## src/rtl/fetch_unit.sv

```systemverilog
// Instruction-fetch stage: PC register, single-outstanding imem request, skid buffer, IF/ID payload.
// Optional perf counters (fetch_count, discard_count) enabled by defining FETCH_PERF_CNT_EN.
module fetch_unit #(
    parameter int unsigned      WIDTH    = 32,
    parameter logic [WIDTH-1:0] RESET_PC = '0
) (
    input  logic             clk,
    input  logic             reset,
    output logic             imem_req_valid,
    input  logic             imem_req_ready,
    output logic [WIDTH-1:0] imem_req_addr,
    input  logic             imem_rsp_valid,
    input  logic [31:0]      imem_rsp_data,
    input  logic             stall,
    input  logic             redirect,
    input  logic [WIDTH-1:0] redirect_pc,
    output logic             if_valid,
    output logic [31:0]      if_instr,
    output logic [WIDTH-1:0] if_pc,
    output logic [WIDTH-1:0] if_pc_plus4
`ifdef FETCH_PERF_CNT_EN
    ,
    output logic [31:0]      fetch_count,
    output logic [31:0]      discard_count
`endif
);

    localparam logic [31:0]      Nop    = 32'h0000_0013;
    localparam logic [WIDTH-1:0] PcStep = WIDTH'(4);

    typedef enum logic [1:0] {StReq, StWait, StFull, StDrain} state_e;

    state_e            state_q, state_d;
    logic [WIDTH-1:0]  pc_q, pc_d;
    logic              if_valid_q, if_valid_d;
    logic [31:0]       if_instr_q, if_instr_d;
    logic [WIDTH-1:0]  if_pc_q, if_pc_d;
    logic [WIDTH-1:0]  if_pc_plus4_q, if_pc_plus4_d;
    logic [31:0]       buf_instr_q, buf_instr_d;
    logic [WIDTH-1:0]  buf_pc_q, buf_pc_d;

    logic slot_free;
    logic rsp_take;
    logic rsp_drop;
    logic unused_redirect_lsbs;

    assign slot_free            = !if_valid_q || !stall;
    assign rsp_take             = (state_q == StWait) && imem_rsp_valid && !redirect;
    assign rsp_drop             = imem_rsp_valid &&
                                  (((state_q == StWait) && redirect) || (state_q == StDrain));
    assign unused_redirect_lsbs = ^redirect_pc[1:0];

    always_ff @(posedge clk or posedge reset) begin
        if (reset) begin
            state_q <= StReq;
        end else begin
            state_q <= state_d;
        end
    end

    always_comb begin
        state_d = state_q;
        unique case (state_q)
            StReq: begin
                if (imem_req_ready) state_d = redirect ? StDrain : StWait;
            end
            StWait: begin
                if (imem_rsp_valid) begin
                    state_d = (redirect || slot_free) ? StReq : StFull;
                end else if (redirect) begin
                    state_d = StDrain;
                end
            end
            StFull: begin
                if (redirect || !stall) state_d = StReq;
            end
            StDrain: begin
                // A redirect here only retargets pc; the old response must still be drained.
                if (imem_rsp_valid) state_d = StReq;
            end
            default: state_d = StReq;
        endcase
    end

    always_comb begin
        imem_req_valid = (state_q == StReq) && !reset;
        imem_req_addr  = pc_q;
    end

    always_comb begin
        pc_d          = pc_q;
        if_valid_d    = if_valid_q;
        if_instr_d    = if_instr_q;
        if_pc_d       = if_pc_q;
        if_pc_plus4_d = if_pc_plus4_q;
        buf_instr_d   = buf_instr_q;
        buf_pc_d      = buf_pc_q;

        if (if_valid_q && !stall) if_valid_d = 1'b0;

        if (redirect) begin
            pc_d       = {redirect_pc[WIDTH-1:2], 2'b00};
            if_valid_d = 1'b0;
        end else if (rsp_take) begin
            pc_d = pc_q + PcStep;
            if (slot_free) begin
                if_valid_d    = 1'b1;
                if_instr_d    = imem_rsp_data;
                if_pc_d       = pc_q;
                if_pc_plus4_d = pc_q + PcStep;
            end else begin
                buf_instr_d = imem_rsp_data;
                buf_pc_d    = pc_q;
            end
        end else if ((state_q == StFull) && !stall) begin
            if_valid_d    = 1'b1;
            if_instr_d    = buf_instr_q;
            if_pc_d       = buf_pc_q;
            if_pc_plus4_d = buf_pc_q + PcStep;
        end
    end

    always_ff @(posedge clk or posedge reset) begin
        if (reset) begin
            pc_q          <= RESET_PC;
            if_valid_q    <= 1'b0;
            if_instr_q    <= Nop;
            if_pc_q       <= '0;
            if_pc_plus4_q <= '0;
            buf_instr_q   <= '0;
            buf_pc_q      <= '0;
        end else begin
            pc_q          <= pc_d;
            if_valid_q    <= if_valid_d;
            if_instr_q    <= if_instr_d;
            if_pc_q       <= if_pc_d;
            if_pc_plus4_q <= if_pc_plus4_d;
            buf_instr_q   <= buf_instr_d;
            buf_pc_q      <= buf_pc_d;
        end
    end

    assign if_valid    = if_valid_q;
    assign if_instr    = if_instr_q;
    assign if_pc       = if_pc_q;
    assign if_pc_plus4 = if_pc_plus4_q;

`ifdef FETCH_PERF_CNT_EN
    logic [31:0] fetch_cnt_q, fetch_cnt_d;
    logic [31:0] discard_cnt_q, discard_cnt_d;

    always_comb begin
        fetch_cnt_d   = fetch_cnt_q + (rsp_take ? 32'd1 : 32'd0);
        discard_cnt_d = discard_cnt_q + (rsp_drop ? 32'd1 : 32'd0);
    end

    always_ff @(posedge clk or posedge reset) begin
        if (reset) begin
            fetch_cnt_q   <= '0;
            discard_cnt_q <= '0;
        end else begin
            fetch_cnt_q   <= fetch_cnt_d;
            discard_cnt_q <= discard_cnt_d;
        end
    end

    assign fetch_count   = fetch_cnt_q;
    assign discard_count = discard_cnt_q;
`else
    logic unused_rsp_drop;
    assign unused_rsp_drop = rsp_drop;
`endif

endmodule

```

## config.mk

```make
export PLATFORM = sky130hd
export DESIGN_NAME = fetch_unit
export DESIGN_NICKNAME = d
export VERILOG_FILES = /design/src/rtl/fetch_unit.sv
export SDC_FILE = /design/constraint.sdc
export NUM_CORES = 1
export LEC_CHECK = 0
export BUFFER_PORTS_ARGS = -buffer_cell sky130_fd_sc_hd__buf_2
export CAP_MARGIN = 20
export CORE_ASPECT_RATIO = 1.2
export CORE_UTILIZATION = 45
export DETAILED_ROUTE_END_ITERATION = 10
export GPL_TIMING_DRIVEN = 0
export PLACE_DENSITY_LB_ADDON = 0.25
export REMOVE_ABC_BUFFERS = 1
export SLEW_MARGIN = 30
export SYNTH_ARGS = -nofsm -noshare
export SYNTH_HDL_FRONTEND = slang
export SYNTH_SLANG_ARGS = --single-unit
```

## constraint.sdc

```tcl
create_clock -name clk -period 7 [get_ports clk]
set_clock_uncertainty 0.05 [all_clocks]
set_input_delay 0.35 -clock clk [delete_from_list [all_inputs] [get_ports clk]]
set_output_delay 0.35 -clock clk [all_outputs]
set_load 0.02 [all_outputs]
```

==> qor.csv, run 1 <==
stage,metric,value,unit
outcome,outcome,"finished, final reports clean",
place,place_area,10900,µm²
power,leakage,5.08,nW
logic_synthesis,seq_area_frac_synth,49.2,%
timing,min_period,2890,ps
detailed_routing,vias,7917,
detailed_routing,drt_iter0_drc,567,
floorplanning,die_height,161,µm
cells_and_area,nets,1224,
run,max_cap_violations,0,
timing,rsz0062_at_grt,no,
global_routing,grt_pass1_wl,41000,µm
logic_synthesis,synth_compound_area_share,9.94,%
timing,timing.slew.headroom,33.5,%
logic_synthesis,yosys.area_share.simple,20.8,%
global_routing,grt-ovfl-total,0,
critical_path,crit_end,if_pc[2],
detailed_routing,drt_pass1_iterations,5,
timing,setup_viol,0,
detailed_routing,drc,0,
critical_path,critical_path.max_fanout,27,
clock_tree,cts_made_buffers,17,
global_routing,busiest_layer,met2,
detailed_routing,wl,25400,µm
place,dpl.hpwl,17800,µm
clock_tree,insertion_delay,430,ps
critical_path,regToRegEndpoint,if_pc[2],
critical_path,worstSetupPathType,flop to flop,
logic_synthesis,synth_xor_area_share,6.71,%
floorplanning,num_rows,57,
timing,max_freq,346,MHz
floorplanning,ioPinCount,200,
logic_synthesis,async_flop_share,100,%
global_routing,grt_max_degree,78,
global_routing,antenna_found_initial,1,
global_routing,use_met3,4.14,%
cells_and_area,final_cell_mix,"nand2_1 (204), buf_2 (190), dfrtp_1 (184), nor2_1 (84)",
clock_tree,cts_num_sinks,187,
logic_synthesis,synth_warnings,0,
cells_and_area,mostFrequentLayoutCell,nand2_1,
place,place_congestion,0.790,
timing,hold_viol,0,
critical_path,r2r_cells,8,
clock_tree,cts.htree.levels,4,
critical_path,worstSetupStartpoint,state_q[0],
critical_path,end_kind,flop,
clock_tree,cts_root_buffer,clkbuf_16,
power,design_power_total,4.38,mW
place,portBuffers,191,
logic_synthesis,mappedNetlistArea,9520,µm²
timing,finalCritPeriodShare,41.2,%
floorplanning,fp.dieW,135,µm
logic_synthesis,ys.flop_type,dfrtp_1,
floorplanning,fp.coreArea,20500,µm²
logic_synthesis,yosysUniqueCellTypes,58,
cells_and_area,area_growth,20.9,%
global_routing,grt.total_usage,24.3,%
critical_path,timing.rr.start,state_q[0],
detailed_routing,ant_nets,0,
detailed_routing,post_drt_wl_per_cell,17.7,µm
logic_synthesis,synth_area_leaders,"dfrtp_1 (48%), nand2_1 (8.0%), mux2_2 (7.1%), a31oi_1 (3.9%), xnor2_1 (3.6%)",
logic_synthesis,synthMuxAreaShare,8.15,%
floorplanning,dieArea,21800,µm²
global_routing,use_met1,32.6,%
global_routing,grt_use_met2,39.4,%
cells_and_area,instances_no_fill,1431,
clock_tree,clkTransAtPathRegs,70,ps
logic_synthesis,netlist_instances,1006,
logic_synthesis,avgSynthCellArea,9.47,µm²
logic_synthesis,synth_top_area_cell,dfrtp_1,
place,dp.cells,1397,
power,p_per_area,380,nW/µm²
logic_synthesis,ys_ff_latch,187,
floorplanning,start_util,46.5,%
cells_and_area,drive_gt1_share,28.3,%
logic_synthesis,synth_edf_count,0,
timing,tightestPinTransition,994,ps
clock_tree,clock_path_buffers,2,
worst_hold_path,holdCritPathClass,primary input to flop,
critical_path,arrival,3160,ps
critical_path,critPathLaunchType,flop,
clock_tree,cts_tree,done,
timing,report.final.slew_viol_count,0,
detailed_routing,vias_per_cell,5.53,
logic_synthesis,post-synth-top-area-fraction,48.3,%
global_routing,grt_pass1_vias,7698,
power,ir_drop,0.000216,V
critical_path,reg2reg_slack,4110,ps
logic_synthesis,synthAdderAreaFrac,0.263,%
cells_and_area,fin_area,11500,µm²
critical_path,required,7270,ps
logic_synthesis,synth_top_family_by_area,simple AND/OR/NAND/NOR gates,
cell usage after synthesis, types with 3 or more instances:
cell type / n
a21oi_1: 12
a221o_1: 3
a31oi_1: 60
and2_1: 7
and3_1: 6
and4_1: 7
buf_1: 4
buf_2: 29
buf_4: 12
buf_6: 3
clkbuf_1: 43
dfrtp_1: 184
dfstp_2: 3
inv_1: 6
mux2_2: 60
mux2i_1: 10
nand2_1: 204
nand3_1: 32
nand4_1: 22
nor2_1: 85
nor2b_1: 3
nor3_1: 16
nor4_1: 11
nor4_2: 4
o211ai_1: 4
o21ai_0: 50
o21ai_1: 7
o221ai_1: 5
o31ai_1: 4
or4_1: 5
xnor2_1: 39
xor2_1: 34
report_power, final:
group | switching [mW] | leakage [nW] | internal [mW]
clock | 0.435 | 0.298 | 0.586
sequential | 0.310 | 2.36 | 1.48
combinational | 0.945 | 2.42 | 0.624
state kept, by name (all words and copies together), names as in the netlist:
name           flops
imem_req_addr     30
buf_pc_q          30
if_pc_plus4       30
if_valid           1
buf_instr_q       32
state_q            2
if_pc             30
if_instr          32
logic make-up after synthesis:
kind of cell	after synthesis
buffers and inverters	97
XOR/XNOR	73
other	1
flip-flops	187
adder cells (fa/ha/maj)	2
AO/OA/AOI/OAI	155
multiplexers	70
AND/OR/NAND/NOR	421
what timing repair did:
item / in CTS / in global routing
setup buffers: 0 / 0
resized for setup: 0 / 0
hold endpoints to repair: 49 / 0
hold buffers: 1 / 0
setup endpoints to repair: 0 / 0
layout make-up:
type,count,area (µm²)
Fill cell,1825,8950
Sequential cell,187,4680
Multi-Input combinational cell,727,4470
Timing Repair Buffer,213,1380
Clock buffer,20,457
Tap cell,265,332
Clock inverter,12,159
Inverter,6,30.0
Antenna cell,1,2.50
stage by stage:
step	util (%)	setup TNS [ps]	setup WS [ps]	hold WS, ps
finish	56.3	0	4110	76.9
global route	56.3	0	3940	67.4
CTS	56.2	0	4090	59.2
detailed placement	53.1	0	3900	346
global placement	50.7	-1235150	-16830	410
floorplan	-	-120770	-3710	363
how the worst min path moves through the flow:
stage	startpoint	end	slack, ps	cells after the start
floorplan	redirect	if_valid	360	1
global placement	if_pc_plus4[16]	if_pc_plus4[16]	410	2
detailed placement	reset	state_q[0]	350	2
CTS	redirect_pc[29]	imem_req_addr[29]	60	3
global route	redirect_pc[13]	imem_req_addr[13]	70	3
finish	redirect_pc[29]	imem_req_addr[29]	80	3
layer usage:
metal	vias up	part of all wire (%)
met3	37	5.2
met4	0	2.1
met1	3871	44
met5	-	0
met2	247	49
li1	3762	-
critical path, cell delays in order, from the launching register on:
cell and delay, ps:
dfrtp_1 640, nand4bb_4 530, buf_12 380, o21ai_4 340
buf_16 220, buf_16 180, buf_16 180, nand3_1 120
o21a_1 120
Power figures use the tool's default switching activity.
==> run 2: changes to the inputs <==
- clock period: 7 -> 2.4 ns (I/O delays scaled with it)
==> qor.csv, run 2 (synthesis results as in run 1) <==
stage,metric,value,unit,change
critical_path,critPathMaxStageDelay,580,ps,-60 ps
power,ir_drop,0.000616,V,+190%
power,leakage,5.46,nW,+7.5%
detailed_routing,wl,26800,µm,+5.6%
cells_and_area,area_growth,30.0,%,
detailed_routing,drt_iter0_drc,601,,+6.0%
place,portBuffers,191,,unchanged
critical_path,cp.depth,6,,-2
clock_tree,cts_tree,done,,
critical_path,critPathLaunchType,flop,,
critical_path,required,2700,ps,-4570 ps
detailed_routing,drt_pass1_iterations,5,,unchanged
cells_and_area,finish.utilization,60.5,%,+4.2 points
floorplanning,start_util,46.5,%,unchanged
cells_and_area,mostFrequentLayoutCell,nand2_1,,
global_routing,grt.total_usage,25.3,%,+1.1 points
power,p_per_area,1050,nW/µm²,+180%
global_routing,antenna_found_initial,0,,-1
critical_path,critical_path.max_fanout,8,,-70%
floorplanning,ioPinCount,200,,unchanged
critical_path,cpMaxStageDelayCell,or4_4,,
global_routing,grt_pass1_vias,8019,,+4.2%
floorplanning,num_rows,57,,unchanged
detailed_routing,vias,8259,,+4.3%
timing,report.final.slew_viol_count,0,,unchanged
critical_path,crit_buf_inv,0,,-4
cells_and_area,fill_cells,1723,,-5.6%
global_routing,use_met3,4.65,%,+0.50 points
clock_tree,cts_made_buffers,17,,unchanged
clock_tree,clock_path_buffers,2,,unchanged
clock_tree,clkTransAtPathRegs,70,ps,about the same
place,place_congestion,0.790,,unchanged
timing,hold_viol,0,,unchanged
timing,finalCritPeriodShare,94.6,%,+53 points
critical_path,end_kind,flop,,
detailed_routing,vias_per_cell,5.46,,-1.3%
clock_tree,cts_num_sinks,187,,unchanged
clock_tree,insertion_delay,430,ps,about the same
run,max_cap_violations,0,,unchanged
outcome,outcome,"finished, final reports clean",,
global_routing,grt_pass1_wl,42600,µm,+4.0%
timing,finalHoldWorstSlack,39.2,ps,-37.7 ps
timing,timing.slew.headroom,45.2,%,+12 points
critical_path,arrival,2570,ps,-590 ps
critical_path,worstSetupPathType,flop to flop,,
global_routing,grt_use_met2,41.2,%,+1.8 points
global_routing,busiest_layer,met2,,
critical_path,r2r_cells,6,,-2
timing,setup_viol,0,,unchanged
global_routing,grt-ovfl-total,0,,unchanged
timing,min_period,2270,ps,-616 ps
detailed_routing,post_drt_wl_per_cell,17.7,µm,about the same
critical_path,path_delay_family,simple AND/OR/NAND/NOR gates,,
clock_tree,cts.htree.levels,4,,unchanged
cells_and_area,antennaDiodeCount,0,,-1
timing,tightestPinTransition,822,ps,-172 ps
cells_and_area,nets,1306,,+6.7%
global_routing,grt_max_degree,78,,unchanged
worst_hold_path,holdCritPathClass,primary input to flop,,
critical_path,crit_path_cell_trace,ha_4 -> nand4_1 -> or4_4 -> or4_1 -> a21o_1 -> o211ai_2,,
cells_and_area,final_cell_mix,"nand2_1 (204), buf_2 (190), dfrtp_1 (174), nor2_1 (84), dlygate4sd3_1 (64)",,
floorplanning,fp.coreArea,20500,µm²,unchanged
clock_tree,cts_root_buffer,clkbuf_16,,
floorplanning,dieArea,21800,µm²,unchanged
power,design_power_total,13.0,mW,+200%
detailed_routing,ant_nets,0,,unchanged
worst_hold_path,holdPathStages,3,,unchanged
timing,max_freq,440,MHz,+27%
global_routing,use_met1,33.5,%,+0.91 points
timing,setup-tns-final,0,ps,unchanged
detailed_routing,drc,0,,unchanged
place,dpl.hpwl,17800,µm,unchanged
floorplanning,die_height,161,µm,unchanged
cells_and_area,drive_gt1_share,29.3,%,+0.94 points
floorplanning,fp.dieW,135,µm,unchanged
==> run 2: cell count changes in the layout (fill, tap and decap cells not counted), sizes merged <==
cell and delta:
diode -1, dlygate4sd3 +63, nand4bb +1, buf +18
==> run 2: power breakdown <==
group          leakage [nW]  total (mW)  internal, mW  switching, mW
clock                 0.298        2.98          1.71           1.27
combinational          2.81        4.77          1.95           2.81
sequential             2.35        5.27          4.33          0.945
total                  5.46        13.0          7.99           5.03
==> run 2: path summary, 6_finish.rpt <==
check                      slack (ps)              from               to
min in group asynchronous         210             reset       state_q[0]
max                               130  imem_req_addr[3]  if_pc_plus4[24]
max in group asynchronous        1030             reset      if_instr[1]
min                                40             stall       state_q[1]
min reg2reg                       430         if_pc[15]        if_pc[15]
max reg2reg                       130  imem_req_addr[3]  if_pc_plus4[24]
==> run 2: timing repair <==
item | in CTS | in global routing
gates resized for setup | 15 | 8
endpoints found under the setup margin | 149 | 44
cloned | 1 | 0
pin swaps | 3 | 8
endpoints found under the hold margin | 146 | 0
setup buffers | 6 | 12
hold buffers | 64 | 0
==> run 2: final cells by class <==
cell class | count | area [µm²] | area share, %
sequential | 187 | 4700 | 37.9
multi-input combinational | 728 | 4560 | 36.8
timing repair buffer | 294 | 2150 | 17.3
clock buffer | 20 | 457 | 3.69
tap | 265 | 332 | 2.68
clock inverter | 12 | 159 | 1.28
inverter | 6 | 30.0 | 0.243
==> run 2: worst register-to-register path, delay by kind of cell (launching register included) <==
kind                     cells  cell delay [ps]
adder cells (fa/ha/maj)      1              200
flip-flops                   1              470
AO/OA/AOI/OAI                2              260
AND/OR/NAND/NOR              3             1200
==> run 2: stage by stage <==
| step | instance area, µm² | instances | setup WS, ps |
|---|---|---|---|
| CTS | 12300 | 1500 | -18.4 |
| detailed placement | 10900 | 1397 | -487 |
| global placement | 10400 | 1376 | -21200 |
| floorplan | 9100 | 920 | -8310 |
| global route | 12400 | 1512 | -19.3 |
| finish | 12400 | 1512 | 129 |
==> run 2: metal layers <==
layer	vias to the layer above	share of wire, %	wire (µm)
met1	4012	43	11700
met4	0	2.2	593
met5	-	0	0
li1	3940	-	-
met2	267	49	13100
met3	40	5.4	1440
==> run 3: changes to the inputs <==
- clock period: 2.4 -> 2.1 ns (I/O delays scaled with it)
==> qor.csv, run 3 (synthesis results as in run 1) <==
stage,metric,value,unit,change
detailed_routing,drc,0,,unchanged
detailed_routing,wl_met2,14100,µm,+7.5%
power,ir_drop,0.000786,V,+28%
place,dp_slack,-787,ps,-300 ps
floorplanning,fp.dieW,135,µm,unchanged
global_routing,grt-ovfl-total,0,,unchanged
floorplanning,fp.coreArea,20500,µm²,unchanged
clock_tree,cts_made_buffers,17,,unchanged
detailed_routing,vias,8721,,+5.6%
timing,hold_viol,0,,unchanged
timing,max_freq,456,MHz,+3.7%
critical_path,crit_path_cell_trace,buf_4 -> and4_4 -> nand4_1 -> buf_4 -> o31ai_1 -> a21oi_1 -> a221o_1,,
critical_path,critical_path.max_fanout,7,,-1
critical_path,critPathMaxStageDelay,400,ps,-180 ps
global_routing,grt_pass1_vias,8358,,+4.2%
place,dpl.hpwl,17800,µm,unchanged
cells_and_area,area_growth,37.1,%,
cells_and_area,antennaDiodeCount,0,,unchanged
critical_path,cpMaxStageDelayCell,dfrtp_2,,
detailed_routing,ant_nets,0,,unchanged
global_routing,antenna_found_initial,0,,unchanged
floorplanning,num_rows,57,,unchanged
detailed_routing,post_drt_wl_per_cell,18.5,µm,+4.2%
cells_and_area,drive_gt1_share,34.9,%,+5.6 points
floorplanning,die_height,161,µm,unchanged
place,place_area,10900,µm²,unchanged
critical_path,required,2360,ps,-340 ps
cells_and_area,nets,1367,,+4.7%
global_routing,grt_max_degree,78,,unchanged
run,max_cap_violations,0,,unchanged
timing,tightestPinTransition,723,ps,-99.3 ps
cells_and_area,fin_area,13100,µm²,+5.4%
critical_path,end_kind,flop,,
place,place_congestion,0.790,,unchanged
clock_tree,cts.htree.levels,4,,unchanged
power,p_per_area,1180,nW/µm²,+12%
worst_hold_path,holdCritPathClass,primary input to flop,,
critical_path,arrival,2450,ps,-120 ps
detailed_routing,wl,29100,µm,+8.4%
global_routing,grt.total_usage,26.6,%,+1.3 points
detailed_routing,wirelength_met1,12300,µm,+5.3%
critical_path,critPathLaunchType,flop,,
timing,finalCritPeriodShare,104,%,+9.7 points
detailed_routing,vias_per_cell,5.54,,+1.5%
cells_and_area,final_cell_mix,"nand2_1 (203), buf_2 (190), dfrtp_1 (156), nor2_1 (83), buf_4 (79)",,
timing,min_period,2190,ps,-80.1 ps
clock_tree,cts_num_sinks,187,,unchanged
outcome,violations,setup timing,,
timing,timing.slew.headroom,51.8,%,+6.6 points
floorplanning,dieArea,21800,µm²,unchanged
timing,setup_viol,4,,+4
critical_path,reg2reg_slack,-90,ps,-220 ps
critical_path,cp_common_cell,buf_4,,
detailed_routing,top_layer,met4,,
detailed_routing,drt_iter0_drc,645,,+7.3%
timing,rsz0062_at_grt,yes,,
floorplanning,ioPinCount,200,,unchanged
timing,timing.final.ws_setup,-91.2,ps,-220 ps
critical_path,worstSetupPathType,flop to flop,,
clock_tree,clock_path_buffers,2,,unchanged
outcome,outcome,"complete, but fails checks",,
floorplanning,start_util,46.5,%,unchanged
clock_tree,clkTransAtPathRegs,70,ps,about the same
clock_tree,cts_root_buffer,clkbuf_16,,
global_routing,grt_pass1_wl,44800,µm,+5.0%
clock_tree,cts_tree,done,,
cells_and_area,mostFrequentLayoutCell,nand2_1,,
timing,report.final.slew_viol_count,0,,unchanged
detailed_routing,drt_pass1_iterations,5,,unchanged
power,leakage,5.82,nW,+6.6%
place,portBuffers,191,,unchanged
timing,finalHoldWorstSlack,42.3,ps,+3.12 ps
clock_tree,insertion_delay,430,ps,about the same
detailed_routing,route.met3.wl,1630,µm,+13%
==> run 3: repair_timing <==
item,CTS,global route
resized for setup,43,26
pin swaps,18,14
endpoints found under the setup margin,177,36
hold endpoints to repair,146,0
hold buffers,64,0
setup buffers,48,29
gates cloned,2,2
==> run 3: area by class of cell <==
| type | instances | area, µm² |
|---|---|---|
| flip-flops and latches | 187 | 4720 |
| inverters | 6 | 30.0 |
| repair buffers | 354 | 2670 |
| clock inverters | 12 | 159 |
| well taps | 265 | 332 |
| clock buffers | 20 | 457 |
| multi-input cells | 729 | 4680 |
| fillers | 1639 | 7410 |
==> run 3: critical path: cells and delay by family, from the launching register on <==
kind / cells / cell delay (ps)
compound gates: 3 / 690
buf+inv: 2 / 410
flops: 1 / 400
simple gates: 2 / 520
==> run 3: path summary, 6_finish.rpt <==
path                                  start              end  cells after the start
setup / recovery           imem_req_addr[2]  if_pc_plus4[27]                      7
hold / removal                        stall       state_q[1]                      3
setup reg to reg           imem_req_addr[2]  if_pc_plus4[27]                      7
hold reg to reg             if_pc_plus4[17]  if_pc_plus4[17]                      2
max in group asynchronous             reset      if_instr[1]                      5
min in group asynchronous             reset       state_q[0]                      3
==> run 3: power breakdown <==
part / switching (mW) / internal (mW)
registers: 0.976 / 4.97
clock network: 1.46 / 1.95
logic: 3.49 / 2.51
total: 5.93 / 9.43
==> run 3: layer usage <==
| layer | GRT usage, % | vias to the layer above |
|---|---|---|
| met5 | 0 | - |
| met2 | 43.5 | 363 |
| met1 | 34.9 | 4224 |
| met3 | 4.36 | 78 |
| met4 | 11.4 | 0 |
| li1 | - | 4056 |
==> run 3: stage by stage <==
| stage | total power [mW] | util [%] | instances | TNS, ps |
|---|---|---|---|---|
| after detailed placement | 11.3 | 53.1 | 1397 | -82800 |
| after global routing | 16.2 | 63.8 | 1573 | -406 |
| after floorplan | 9.25 | - | 920 | -1406410 |
| after CTS | 15.2 | 62.0 | 1543 | 0 |
| final | 15.4 | 63.8 | 1573 | -145 |
| after global placement | 11.1 | 50.7 | 1376 | -2824000 |
